File: config.mk
export PLATFORM = sky130hd
export DESIGN_NAME = gray_frame_loader
export DESIGN_NICKNAME = d
export VERILOG_FILES = /design/src/rtl/gray_frame_loader.sv
export SDC_FILE = /design/constraint.sdc
export NUM_CORES = 1
export LEC_CHECK = 0
export CAP_MARGIN = 20
export CORE_MARGIN = 10
export CORE_UTILIZATION = 30
export DETAILED_ROUTE_END_ITERATION = 10
export PLACE_DENSITY = 0.45
export SLEW_MARGIN = 20
export SYNTH_ARGS = -nofsm -noshare
export SYNTH_HDL_FRONTEND = slang
export SYNTH_SLANG_ARGS = --single-unit
File: constraint.sdc
create_clock -name clk_i -period 5.73 [get_ports clk_i]
set_input_delay 1.146 -clock clk_i [delete_from_list [all_inputs] [get_ports clk_i]]
set_output_delay 1.146 -clock clk_i [all_outputs]
set_load 0.05 [all_outputs]
File: src/rtl/gray_frame_loader.sv
`default_nettype none
// +----------------------------------------------------------------------------+
// | gray_frame_loader                                                          |
// | RGB stream -> 8-bit luma -> image memory writes; done_o starts the Sobel.  |
// | Optional build macro: GRAY_ROUND_EN (round-half-up instead of truncation). |
// | Revision: 1.0                                                              |
// +----------------------------------------------------------------------------+
module gray_frame_loader #(
  parameter int DATA_WIDTH        = 8,
  parameter int ADDR_WIDTH        = 16,
  parameter int IMAGE_COLUMN_SIZE = 128,
  parameter int IMAGE_ROW_SIZE    = 128
) (
  input  logic                    clk_i,
  input  logic                    rst_ni,
  input  logic                    start_i,
  input  logic                    s_valid_i,
  output logic                    s_ready_o,
  input  logic [3*DATA_WIDTH-1:0] s_rgb_i,
  input  logic                    s_last_i,
  output logic                    wr_en_o,
  output logic [ADDR_WIDTH-1:0]   wr_addr_o,
  output logic [DATA_WIDTH-1:0]   wr_data_o,
  output logic                    busy_o,
  output logic                    done_o,
  output logic                    frame_err_o
);

  localparam int PIXELS = IMAGE_COLUMN_SIZE * IMAGE_ROW_SIZE;
  localparam int SUM_W  = DATA_WIDTH + 9;

  localparam logic [ADDR_WIDTH-1:0] c_LAST_IDX = ADDR_WIDTH'(PIXELS - 1);
  localparam logic [SUM_W-1:0]      c_K_R      = SUM_W'(77);
  localparam logic [SUM_W-1:0]      c_K_G      = SUM_W'(150);
  localparam logic [SUM_W-1:0]      c_K_B      = SUM_W'(29);

  typedef enum logic [1:0] {
    ST_IDLE  = 2'd0,
    ST_LOAD  = 2'd1,
    ST_FLUSH = 2'd2
  } state_t;

  state_t                  r_state;
  state_t                  w_state_nxt;
  logic                    r_start_q;
  logic [ADDR_WIDTH-1:0]   r_cnt;
  logic                    r_frame_err;

  logic                    r_s1_valid;
  logic [SUM_W-1:0]        r_s1_sum;
  logic [ADDR_WIDTH-1:0]   r_s1_addr;

  logic                    r_wr_en;
  logic [ADDR_WIDTH-1:0]   r_wr_addr;
  logic [DATA_WIDTH-1:0]   r_wr_data;

  logic                    w_start_rise;
  logic                    w_ready;
  logic                    w_accept;
  logic                    w_at_last_idx;
  logic                    w_end_beat;
  logic                    w_len_err;
  logic                    w_pipe_empty;
  logic                    w_busy;
  logic                    w_done;
  logic [SUM_W-1:0]        w_sum;
  logic [DATA_WIDTH-1:0]   w_gray;
  logic                    w_unused;

  assign w_start_rise  = start_i & ~r_start_q;
  assign w_ready       = (r_state == ST_LOAD);
  assign w_accept      = s_valid_i & w_ready;
  assign w_at_last_idx = (r_cnt == c_LAST_IDX);
  assign w_end_beat    = w_at_last_idx | s_last_i;
  // Error when the last flag and the last pixel index disagree, in either direction.
  assign w_len_err     = w_at_last_idx ^ s_last_i;
  assign w_pipe_empty  = ~r_s1_valid & ~r_wr_en;

  assign w_sum = SUM_W'(s_rgb_i[3*DATA_WIDTH-1:2*DATA_WIDTH]) * c_K_R
               + SUM_W'(s_rgb_i[2*DATA_WIDTH-1:DATA_WIDTH])   * c_K_G
               + SUM_W'(s_rgb_i[DATA_WIDTH-1:0])              * c_K_B;

`ifdef GRAY_ROUND_EN
  localparam logic [SUM_W-1:0] c_HALF = SUM_W'(128);
  logic [SUM_W-1:0] w_sum_rnd;
  // Weights sum to 256, so the rounded sum still fits below bit SUM_W-1.
  assign w_sum_rnd = r_s1_sum + c_HALF;
  assign w_gray    = w_sum_rnd[DATA_WIDTH+7:8];
  assign w_unused  = ^{w_sum_rnd[SUM_W-1], w_sum_rnd[7:0]};
`else
  assign w_gray    = r_s1_sum[DATA_WIDTH+7:8];
  assign w_unused  = ^{r_s1_sum[SUM_W-1], r_s1_sum[7:0]};
`endif

  always_ff @(posedge clk_i or negedge rst_ni) begin
    if (!rst_ni) begin
      r_state <= ST_IDLE;
    end else begin
      r_state <= w_state_nxt;
    end
  end

  always_comb begin
    w_state_nxt = r_state;
    w_busy      = 1'b0;
    w_done      = 1'b0;
    case (r_state)
      ST_IDLE: begin
        if (w_start_rise) begin
          w_state_nxt = ST_LOAD;
        end
      end
      ST_LOAD: begin
        w_busy = 1'b1;
        if (w_accept && w_end_beat) begin
          w_state_nxt = ST_FLUSH;
        end
      end
      ST_FLUSH: begin
        w_busy = 1'b1;
        if (w_pipe_empty) begin
          w_done      = 1'b1;
          w_state_nxt = ST_IDLE;
        end
      end
      default: begin
        w_state_nxt = ST_IDLE;
      end
    endcase
  end

  always_ff @(posedge clk_i or negedge rst_ni) begin
    if (!rst_ni) begin
      r_start_q <= 1'b0;
    end else begin
      r_start_q <= start_i;
    end
  end

  always_ff @(posedge clk_i or negedge rst_ni) begin
    if (!rst_ni) begin
      r_cnt       <= '0;
      r_frame_err <= 1'b0;
    end else if ((r_state == ST_IDLE) && w_start_rise) begin
      r_cnt       <= '0;
      r_frame_err <= 1'b0;
    end else if (w_accept) begin
      r_cnt <= r_cnt + ADDR_WIDTH'(1);
      if (w_len_err) begin
        r_frame_err <= 1'b1;
      end
    end
  end

  always_ff @(posedge clk_i or negedge rst_ni) begin
    if (!rst_ni) begin
      r_s1_valid <= 1'b0;
      r_s1_sum   <= '0;
      r_s1_addr  <= '0;
    end else begin
      r_s1_valid <= w_accept;
      if (w_accept) begin
        r_s1_sum  <= w_sum;
        r_s1_addr <= r_cnt;
      end
    end
  end

  // Address and data are forced to zero whenever no write is presented.
  always_ff @(posedge clk_i or negedge rst_ni) begin
    if (!rst_ni) begin
      r_wr_en   <= 1'b0;
      r_wr_addr <= '0;
      r_wr_data <= '0;
    end else begin
      r_wr_en   <= r_s1_valid;
      r_wr_addr <= r_s1_valid ? r_s1_addr : '0;
      r_wr_data <= r_s1_valid ? w_gray    : '0;
    end
  end

  assign s_ready_o   = w_ready;
  assign wr_en_o     = r_wr_en;
  assign wr_addr_o   = r_wr_addr;
  assign wr_data_o   = r_wr_data;
  assign busy_o      = w_busy;
  assign done_o      = w_done;
  assign frame_err_o = r_frame_err;

endmodule
`default_nettype wire

==> metrics.txt, run 1 <==
# TYPE chip_impl_metric gauge
chip_impl_metric{name="timing.final.max_slew_violations",unit=""} 0
chip_impl_metric{name="total_power",unit="uW"} 5480
chip_impl_metric{name="power-per-cell-area",unit="nW/um^2"} 680
chip_impl_info{name="worst_hold_path_type",value="flip-flop to flip-flop"} 1
chip_impl_metric{name="grt_start_max_net_pins",unit=""} 71
chip_impl_metric{name="diodes_inserted",unit=""} 0
chip_impl_metric{name="distinct_cells_synth",unit=""} 50
chip_impl_metric{name="die_y",unit="um"} 160
chip_impl_metric{name="power.ir.vdd_worst",unit="V"} 0.000492
chip_impl_metric{name="numCtsBuffers",unit=""} 9
chip_impl_info{name="grt_setup_unrepaired",value="yes"} 1
chip_impl_info{name="worst_path_cell_chain",value="buf_8 -> ha_4 -> ha_4 -> inv_2 -> fa_1 -> inv_1 -> fa_1 -> ha_4 -> xnor2_2 -> fa_1 -> fa_1 -> fa_1 -> inv_1 -> fa_1 -> ha_4 -> nor2_4 -> a211oi_2 -> a21bo_4 -> a41oi_2 -> xor3_1 -> mux2_4"} 1
chip_impl_metric{name="ioPinCount",unit=""} 58
chip_impl_metric{name="synth_top_area_share",unit="%"} 29.9
chip_impl_metric{name="min_delay_path_depth",unit=""} 2
chip_impl_info{name="reg2reg_capture_point",value="r_state[1]$_DFFE_PN0P_"} 1
chip_impl_metric{name="rows",unit=""} 51
chip_impl_info{name="synth_common_cells",value="98 x sky130_fd_sc_hd__inv_1, 89 x sky130_fd_sc_hd__ha_1, 79 x sky130_fd_sc_hd__nand2_1"} 1
chip_impl_metric{name="route.antenna.remaining_nets",unit=""} 0
chip_impl_metric{name="finalSetupTns",unit="ps"} -3510
chip_impl_metric{name="die-width",unit="um"} 160
chip_impl_info{name="clock_tree_from_tritoncts",value="done"} 1
chip_impl_metric{name="dieArea",unit="sq um"} 25500
chip_impl_info{name="cell_types_occupying_the_most_area_after_synthesis",value="sky130_fd_sc_hd__dfrtp_1 30%, sky130_fd_sc_hd__ha_1 19%, sky130_fd_sc_hd__fa_1 19%"} 1
chip_impl_metric{name="syn-num-nets",unit=""} 750
chip_impl_metric{name="maxCapViolCount",unit=""} 0
chip_impl_info{name="cp-end-kind",value="flip-flop"} 1
chip_impl_metric{name="min_period",unit="ps"} 6400
chip_impl_metric{name="drt_pre_antenna_iters",unit=""} 4
chip_impl_metric{name="hold_viol_final",unit=""} 0
chip_impl_metric{name="vias_in_the_first_global_route",unit=""} 4678
chip_impl_metric{name="slew_headroom",unit="%"} 40.9
chip_impl_info{name="critical_path.most_common_cell",value="sky130_fd_sc_hd__fa_1"} 1
chip_impl_metric{name="clock_sink_count",unit=""} 70
chip_impl_metric{name="synth-seq-cells",unit=""} 70
chip_impl_metric{name="remaining_drc_errors",unit=""} 0
chip_impl_metric{name="dpl.hpwl",unit="um"} 10600
chip_impl_metric{name="final.setup_skew",unit="ps"} 6.86
chip_impl_metric{name="finalNetCount",unit=""} 894
chip_impl_metric{name="critPathRequiredTime",unit="ps"} 5940
chip_impl_metric{name="power.static_leakage",unit="uW"} 0.00400
chip_impl_metric{name="detail_route.wirelength",unit="um"} 12900
chip_impl_metric{name="synth_area",unit="sq um"} 5860
chip_impl_info{name="worstSetupStartpointType",value="primary input"} 1
chip_impl_metric{name="cts_hold_buf",unit=""} 0
chip_impl_metric{name="reg2reg_depth",unit=""} 10
chip_impl_metric{name="fmax",unit="GHz"} 0.156
chip_impl_info{name="yosysMostFrequentCell",value="sky130_fd_sc_hd__inv_1"} 1
chip_impl_info{name="critPathSlowestCell",value="sky130_fd_sc_hd__fa_1"} 1
chip_impl_metric{name="ctsHtreeMaxLevel",unit=""} 3
chip_impl_metric{name="post_route_cells_drive_above_1_share",unit="%"} 22.3
chip_impl_metric{name="synth_area_per_cell",unit="sq um"} 10.2
chip_impl_info{name="setup.worst_path.class",value="primary input to flip-flop"} 1
chip_impl_metric{name="antenna_found_initial",unit=""} 0
chip_impl_info{name="synthFlopType",value="sky130_fd_sc_hd__dfrtp_1"} 1
chip_impl_metric{name="avgViaCountPerCell",unit=""} 4.38
chip_impl_metric{name="globalplace.congestion",unit=""} 0.817
chip_impl_metric{name="syn-instance-count",unit=""} 577
chip_impl_metric{name="floorplan.core_area",unit="sq um"} 19300
chip_impl_metric{name="synth_sequential_area_ratio",unit="%"} 29.9
chip_impl_info{name="r2r-start",value="r_cnt[3]$_DFFE_PN0P_"} 1
chip_impl_info{name="run_status",value="finished with violations"} 1
chip_impl_metric{name="timing.critical_path.arrival",unit="ps"} 6610
chip_impl_metric{name="timing.final.ws_setup",unit="ps"} -673
chip_impl_info{name="hold-path-endpoint",value="r_s1_addr[14]$_DFFE_PN0P_"} 1
chip_impl_metric{name="num-fill-cells",unit=""} 1906
chip_impl_metric{name="max-clock-path-buffers",unit=""} 2
chip_impl_metric{name="area_growth_syn_to_layout",unit="%"} 37.6
chip_impl_metric{name="finalCritPeriodShare",unit="%"} 112
chip_impl_metric{name="cts.clk_slew.worst_paths",unit="ps"} 50
chip_impl_metric{name="cp_slowest_stage_delay",unit="ps"} 530
chip_impl_metric{name="total_number_of_vias",unit=""} 4337
chip_impl_info{name="synth_largest_area_cell",value="sky130_fd_sc_hd__dfrtp_1"} 1
chip_impl_metric{name="yosys_warnings",unit=""} 0
chip_impl_metric{name="setup.reg_to_reg.worst_slack",unit="ps"} 3160
chip_impl_info{name="violated_checks",value="negative setup slack"} 1
chip_impl_metric{name="initial_core_util",unit="%"} 30.3
chip_impl_metric{name="asyncSetResetFlopFracSynth",unit="%"} 100
chip_impl_info{name="clockRootBuffer",value="sky130_fd_sc_hd__clkbuf_16"} 1
chip_impl_metric{name="tightestPinTransition",unit="ps"} 886
chip_impl_metric{name="synth_enable_flop_cells",unit=""} 0
chip_impl_metric{name="drt_iter0_drc",unit=""} 138
chip_impl_metric{name="grt_remaining_overflow",unit=""} 0
chip_impl_metric{name="globalRouteTotalUtil",unit="%"} 10.5
chip_impl_metric{name="setup_viol",unit=""} 8
chip_impl_metric{name="grt_pass1_wl",unit="um"} 22500
chip_impl_metric{name="portBuffers",unit=""} 57
chip_impl_metric{name="post-route-util",unit="%"} 41.7
chip_impl_metric{name="routed_wire_length_per_instance",unit="um"} 13.0
chip_impl_info{name="hp-start",value="r_s1_addr[14]$_DFFE_PN0P_"} 1
chip_impl_metric{name="critical_path.max_fanout",unit=""} 4
chip_impl_metric{name="insertion_delay",unit="ps"} 330
[metal layers]
metal / vias to the layer above / wire length (um) / global-route usage, %
met5: - / 0 / 0
met4: 0 / 196 / 3.12
met3: 13 / 281 / 1.57
li1: 2154 / - / -
met1: 2122 / 5820 / 13.2
met2: 48 / 6630 / 18.1
[kinds of logic (layout without fill, tap and decap cells)]
kind of cell               count (synthesis)  count (layout)  share of synthesized area [%]
buffers and inverters                    107             256                           6.86
muxes                                      1               1                          0.256
xor gates and xnor gates                  27              27                           4.29
AOI/OAI and AO/OA                         67              67                           8.14
and+or+nand+nor                          161             161                           12.8
adders and majority gates                144             144                           37.8
DFF                                       70              70                           29.9
[area by class of cell]
| class | count | area, sq um | share of cell area [%] |
|---|---|---|---|
| Multi-Input combinational cell | 400 | 4090 | 50.7 |
| Sequential cell | 70 | 1750 | 21.7 |
| Timing Repair Buffer | 141 | 1210 | 15.0 |
| Inverter | 99 | 372 | 4.61 |
| Tap cell | 265 | 332 | 4.11 |
| Clock buffer | 10 | 229 | 2.84 |
| Clock inverter | 6 | 86.3 | 1.07 |
[critical path, delay by kind of cell]
kind                       cells  cell delay, ps
adders and majority gates     10            4010
AOI/OAI and AO/OA              3             560
xor gates and xnor gates       2             370
muxes                          1             260
buffers and inverters          4             230
and+or+nand+nor                1              30
[sequential cells by signal, indices dropped and copies added (netlist names)]
register     cells
wr_addr_o       16
wr_en_o          1
r_s1_addr       16
r_s1_sum         8
r_state          2
frame_err_o      1
r_s1_valid       1
r_cnt           16
r_start_q        1
wr_data_o        8
[timing repair]
action                                 in CTS  in global routing
buffers inserted                            7                  1
pin swaps                                  32                 17
setup endpoints to repair                   8                  8
endpoints found under the hold margin       0                  0
gates resized for setup                    50                 23
[placed cells by master (no fill, tap or decap), drive strengths merged, types with 6 or more instances in the layout]
cell,count
inv,98
buf,90
ha,89
nand2,79
dfrtp,70
fa,55
clkdlybuf4s50,49
and2,27
nor2,27
xor2,15
a21oi,15
o21ai,14
xnor2,11
clkbuf,10
nand3,8
a21o,6
[worst max-delay path by stage]
stage	from	end	slack, ps	cells past startpoint
floorplan	s_rgb_i[12]	r_s1_sum[15]$_DFFE_PN0P_	-790	20
global placement	s_rgb_i[12]	r_s1_sum[15]$_DFFE_PN0P_	-1450	21
detailed placement	s_rgb_i[12]	r_s1_sum[15]$_DFFE_PN0P_	-1540	21
CTS	s_rgb_i[14]	r_s1_sum[15]$_DFFE_PN0P_	-860	21
global route	s_rgb_i[14]	r_s1_sum[15]$_DFFE_PN0P_	-850	21
finish	s_rgb_i[14]	r_s1_sum[15]$_DFFE_PN0P_	-670	21
[power by group]
part / internal [uW] / total (uW) / switching, uW / leakage [uW]
clock network: 380 / 584 / 204 / 0.000152
registers: 556 / 598 / 41.9 / 0.000956
logic: 2180 / 4300 / 2120 / 0.00289
[stage by stage]
step / setup slack (ps) / cell area (sq um) / hold slack (ps) / std cells
2_1_floorplan: -790 / 5980 / 438 / 577
3_3_place_gp: -1450 / 7440 / 453 / 969
3_5_place_dp: -1540 / 7440 / 456 / 969
4_1_cts: -859 / 7940 / 470 / 991
5_1_grt: -854 / 8060 / 485 / 991
6_report: -673 / 8060 / 464 / 991
(Power assumes the default switching activity.)
==> inputs of run 2 (changes only) <==
--- a/config.mk
+++ b/config.mk
@@ -10,7 +10,7 @@
 export CORE_UTILIZATION = 30
 export DETAILED_ROUTE_END_ITERATION = 10
 export PLACE_DENSITY = 0.45
-export SLEW_MARGIN = 20
+export SLEW_MARGIN = 10
 export SYNTH_ARGS = -nofsm -noshare
 export SYNTH_HDL_FRONTEND = slang
 export SYNTH_SLANG_ARGS = --single-unit
==> run 2 against run 1 <==
- the run still ends with negative setup slack left
- sequential cell count unchanged
- register-to-register slack got worse by 20 ps
- utilization increased by 0.61 points
- first-iteration DRC count decreased by 13%
- final cell count decreased by 0.10%
- sequential share of layout area decreased by 0.31 points
- count of clock-buffer cells in the layout increased by 1
- worst setup slack improved by 33 ps
- critical path depth increased by 2
- via count decreased by 1.5%
- die area unchanged
- non-clock buffer count decreased by 1
- critical endpoint unchanged
==> metrics.txt, run 2 (same netlist as run 1, synthesis figures left out) <==
# TYPE chip_impl_metric gauge
chip_impl_metric{name="routed_wire_length_per_instance",unit="um"} 13.3
chip_impl_metric{name="max-clock-path-buffers",unit=""} 2
chip_impl_metric{name="timing.final.ws_setup",unit="ps"} -640
chip_impl_info{name="worstSetupStartpointType",value="primary input"} 1
chip_impl_metric{name="num-fill-cells",unit=""} 1850
chip_impl_metric{name="cts.clk_slew.worst_paths",unit="ps"} 50
chip_impl_metric{name="globalplace.congestion",unit=""} 0.817
chip_impl_metric{name="rows",unit=""} 51
chip_impl_metric{name="setup_viol",unit=""} 7
chip_impl_metric{name="vias_in_the_first_global_route",unit=""} 4635
chip_impl_metric{name="grt_start_max_net_pins",unit=""} 71
chip_impl_info{name="mostFrequentLayoutCell",value="sky130_fd_sc_hd__inv_1"} 1
chip_impl_metric{name="number_of_buffers_and_inverters_on_the_critical_path",unit=""} 5
chip_impl_metric{name="cp_slowest_stage_delay",unit="ps"} 540
chip_impl_info{name="critical_path.most_common_cell",value="sky130_fd_sc_hd__ha_4"} 1
chip_impl_metric{name="final.setup_skew",unit="ps"} 5.97
chip_impl_metric{name="slew_headroom",unit="%"} 41.2
chip_impl_metric{name="antenna_found_initial",unit=""} 0
chip_impl_info{name="final_cell_mix",value="92 x sky130_fd_sc_hd__inv_1, 77 x sky130_fd_sc_hd__nand2_1, 75 x sky130_fd_sc_hd__buf_4"} 1
chip_impl_metric{name="critPathRequiredTime",unit="ps"} 5940
chip_impl_metric{name="multi_input_comb_area",unit="sq um"} 4170
chip_impl_metric{name="tightestPinTransition",unit="ps"} 882
chip_impl_info{name="cp-end-kind",value="flip-flop"} 1
chip_impl_metric{name="portBuffers",unit=""} 57
chip_impl_info{name="worst_path_cell_chain",value="buf_2 -> ha_4 -> ha_4 -> ha_1 -> inv_1 -> fa_1 -> inv_2 -> ha_4 -> inv_2 -> o21bai_4 -> xnor2_4 -> fa_2 -> fa_1 -> fa_2 -> inv_2 -> fa_1 -> ha_4 -> nor2_2 -> a211oi_2 -> a21bo_4 -> a41oi_2 -> xor3_1 -> mux2_4"} 1
chip_impl_info{name="reg2reg_capture_point",value="r_state[1]$_DFFE_PN0P_"} 1
chip_impl_metric{name="min_delay_path_depth",unit=""} 2
chip_impl_metric{name="dpl.hpwl",unit="um"} 10700
chip_impl_metric{name="clock_sink_count",unit=""} 70
chip_impl_info{name="grt_setup_unrepaired",value="yes"} 1
chip_impl_metric{name="avgViaCountPerCell",unit=""} 4.32
chip_impl_metric{name="cts_hold_buf",unit=""} 0
chip_impl_metric{name="grt_pass1_wl",unit="um"} 22600
chip_impl_info{name="top_delay_family_on_crit_path",value="adder cells"} 1
chip_impl_info{name="setup.worst_path.class",value="primary input to flip-flop"} 1
chip_impl_metric{name="floorplan.core_area",unit="sq um"} 19300
chip_impl_metric{name="dieArea",unit="sq um"} 25500
chip_impl_metric{name="post_route_cells_drive_above_1_share",unit="%"} 22.9
chip_impl_metric{name="setup.reg_to_reg.worst_slack",unit="ps"} 3140
chip_impl_info{name="clockRootBuffer",value="sky130_fd_sc_hd__clkbuf_16"} 1
chip_impl_metric{name="route.antenna.remaining_nets",unit=""} 0
chip_impl_metric{name="reg2reg_depth",unit=""} 9
chip_impl_info{name="hold-path-endpoint",value="r_s1_addr[7]$_DFFE_PN0P_"} 1
chip_impl_metric{name="detail_route.wirelength",unit="um"} 13200
chip_impl_metric{name="die-width",unit="um"} 160
chip_impl_metric{name="initial_core_util",unit="%"} 30.3
chip_impl_metric{name="grt_remaining_overflow",unit=""} 0
chip_impl_info{name="run_status",value="finished with violations"} 1
chip_impl_info{name="clock_tree_from_tritoncts",value="done"} 1
chip_impl_info{name="r2r-start",value="r_cnt[3]$_DFFE_PN0P_"} 1
chip_impl_metric{name="total_number_of_vias",unit=""} 4272
chip_impl_metric{name="area_growth_syn_to_layout",unit="%"} 39.6
chip_impl_info{name="hp-start",value="r_s1_addr[7]$_DFFE_PN0P_"} 1
chip_impl_metric{name="finalHoldWorstSlack",unit="ps"} 464
chip_impl_metric{name="critical_path.max_fanout",unit=""} 3
chip_impl_metric{name="diodes_inserted",unit=""} 0
chip_impl_metric{name="seq_area",unit="sq um"} 1750
chip_impl_metric{name="hold_viol_final",unit=""} 0
chip_impl_metric{name="timing.final.max_slew_violations",unit=""} 0
chip_impl_metric{name="die_y",unit="um"} 160
chip_impl_info{name="critPathSlowestCell",value="sky130_fd_sc_hd__fa_2"} 1
chip_impl_metric{name="finalNetCount",unit=""} 893
chip_impl_metric{name="drt_iter0_drc",unit=""} 120
chip_impl_metric{name="insertion_delay",unit="ps"} 330
chip_impl_metric{name="ioPinCount",unit=""} 58
chip_impl_metric{name="ctsHtreeMaxLevel",unit=""} 3
chip_impl_metric{name="remaining_drc_errors",unit=""} 0
chip_impl_info{name="violated_checks",value="negative setup slack"} 1
chip_impl_metric{name="timing.critical_path.arrival",unit="ps"} 6580
chip_impl_metric{name="min_period",unit="ps"} 6370
chip_impl_metric{name="finalSetupTns",unit="ps"} -3450
chip_impl_info{name="worst_hold_path_type",value="flip-flop to flip-flop"} 1
chip_impl_metric{name="maxCapViolCount",unit=""} 0
chip_impl_metric{name="fmax",unit="GHz"} 0.157
chip_impl_metric{name="drt_pre_antenna_iters",unit=""} 4
chip_impl_metric{name="globalRouteTotalUtil",unit="%"} 10.5
chip_impl_metric{name="numCtsBuffers",unit=""} 9
chip_impl_metric{name="finalCritPeriodShare",unit="%"} 111
[run 2: tightest hold or removal path, stage by stage (launching register included)]
cell                      delay (ps)
sky130_fd_sc_hd__dfrtp_1         330
sky130_fd_sc_hd__nand2_1          50
sky130_fd_sc_hd__nand2_1          50
[run 2: layer usage]
layer  up-vias  GRT usage (%)  share of wire [%]
met5         -              0                  0
met4         0           2.91               0.97
met3        10           1.39                2.1
met2        45           18.3                 51
met1      2071           13.3                 46
li1       2146              -                  -
[run 2: worst max path at each step]
stage	start	end	slack (ps)	depth (start not counted)
after floorplan	s_rgb_i[12]	r_s1_sum[15]$_DFFE_PN0P_	-790	20
after global placement	s_rgb_i[12]	r_s1_sum[15]$_DFFE_PN0P_	-1450	21
after detailed placement	s_rgb_i[12]	r_s1_sum[15]$_DFFE_PN0P_	-1540	21
after CTS	s_rgb_i[14]	r_s1_sum[15]$_DFFE_PN0P_	-890	21
after global routing	s_rgb_i[14]	r_s1_sum[15]$_DFFE_PN0P_	-800	24
final	s_rgb_i[11]	r_s1_sum[15]$_DFFE_PN0P_	-640	23
[run 2: timing repair]
action,in CTS,in global routing
endpoints found under the setup margin,8,8
resized for setup,52,36
buffers inserted,4,3
pin swaps,27,30
gates cloned,0,0
[run 2: per-stage QoR]
stage	utilization, %	area [sq um]	worst slack (ps)	instances
final	42.3	8180	-640	990
after global routing	42.3	8180	-796	990
after CTS	41.2	7970	-888	989
after detailed placement	38.5	7450	-1540	970
after global placement	38.5	7440	-1450	969
after floorplan	-	5980	-790	577
[run 2: layout make-up]
type                    count  share of cell area, %
clock buffers              11                   2.85
clock inverters             5                   1.32
inverters                  99                   4.54
multi-input cells         400                   51.0
flip-flops and latches     70                   21.4
well taps                 265                   4.05
repair buffers            140                   14.8
Power of run 2 is not shown: default switching activity piles up to over one toggle a cycle in this logic, so the estimate is an artifact.
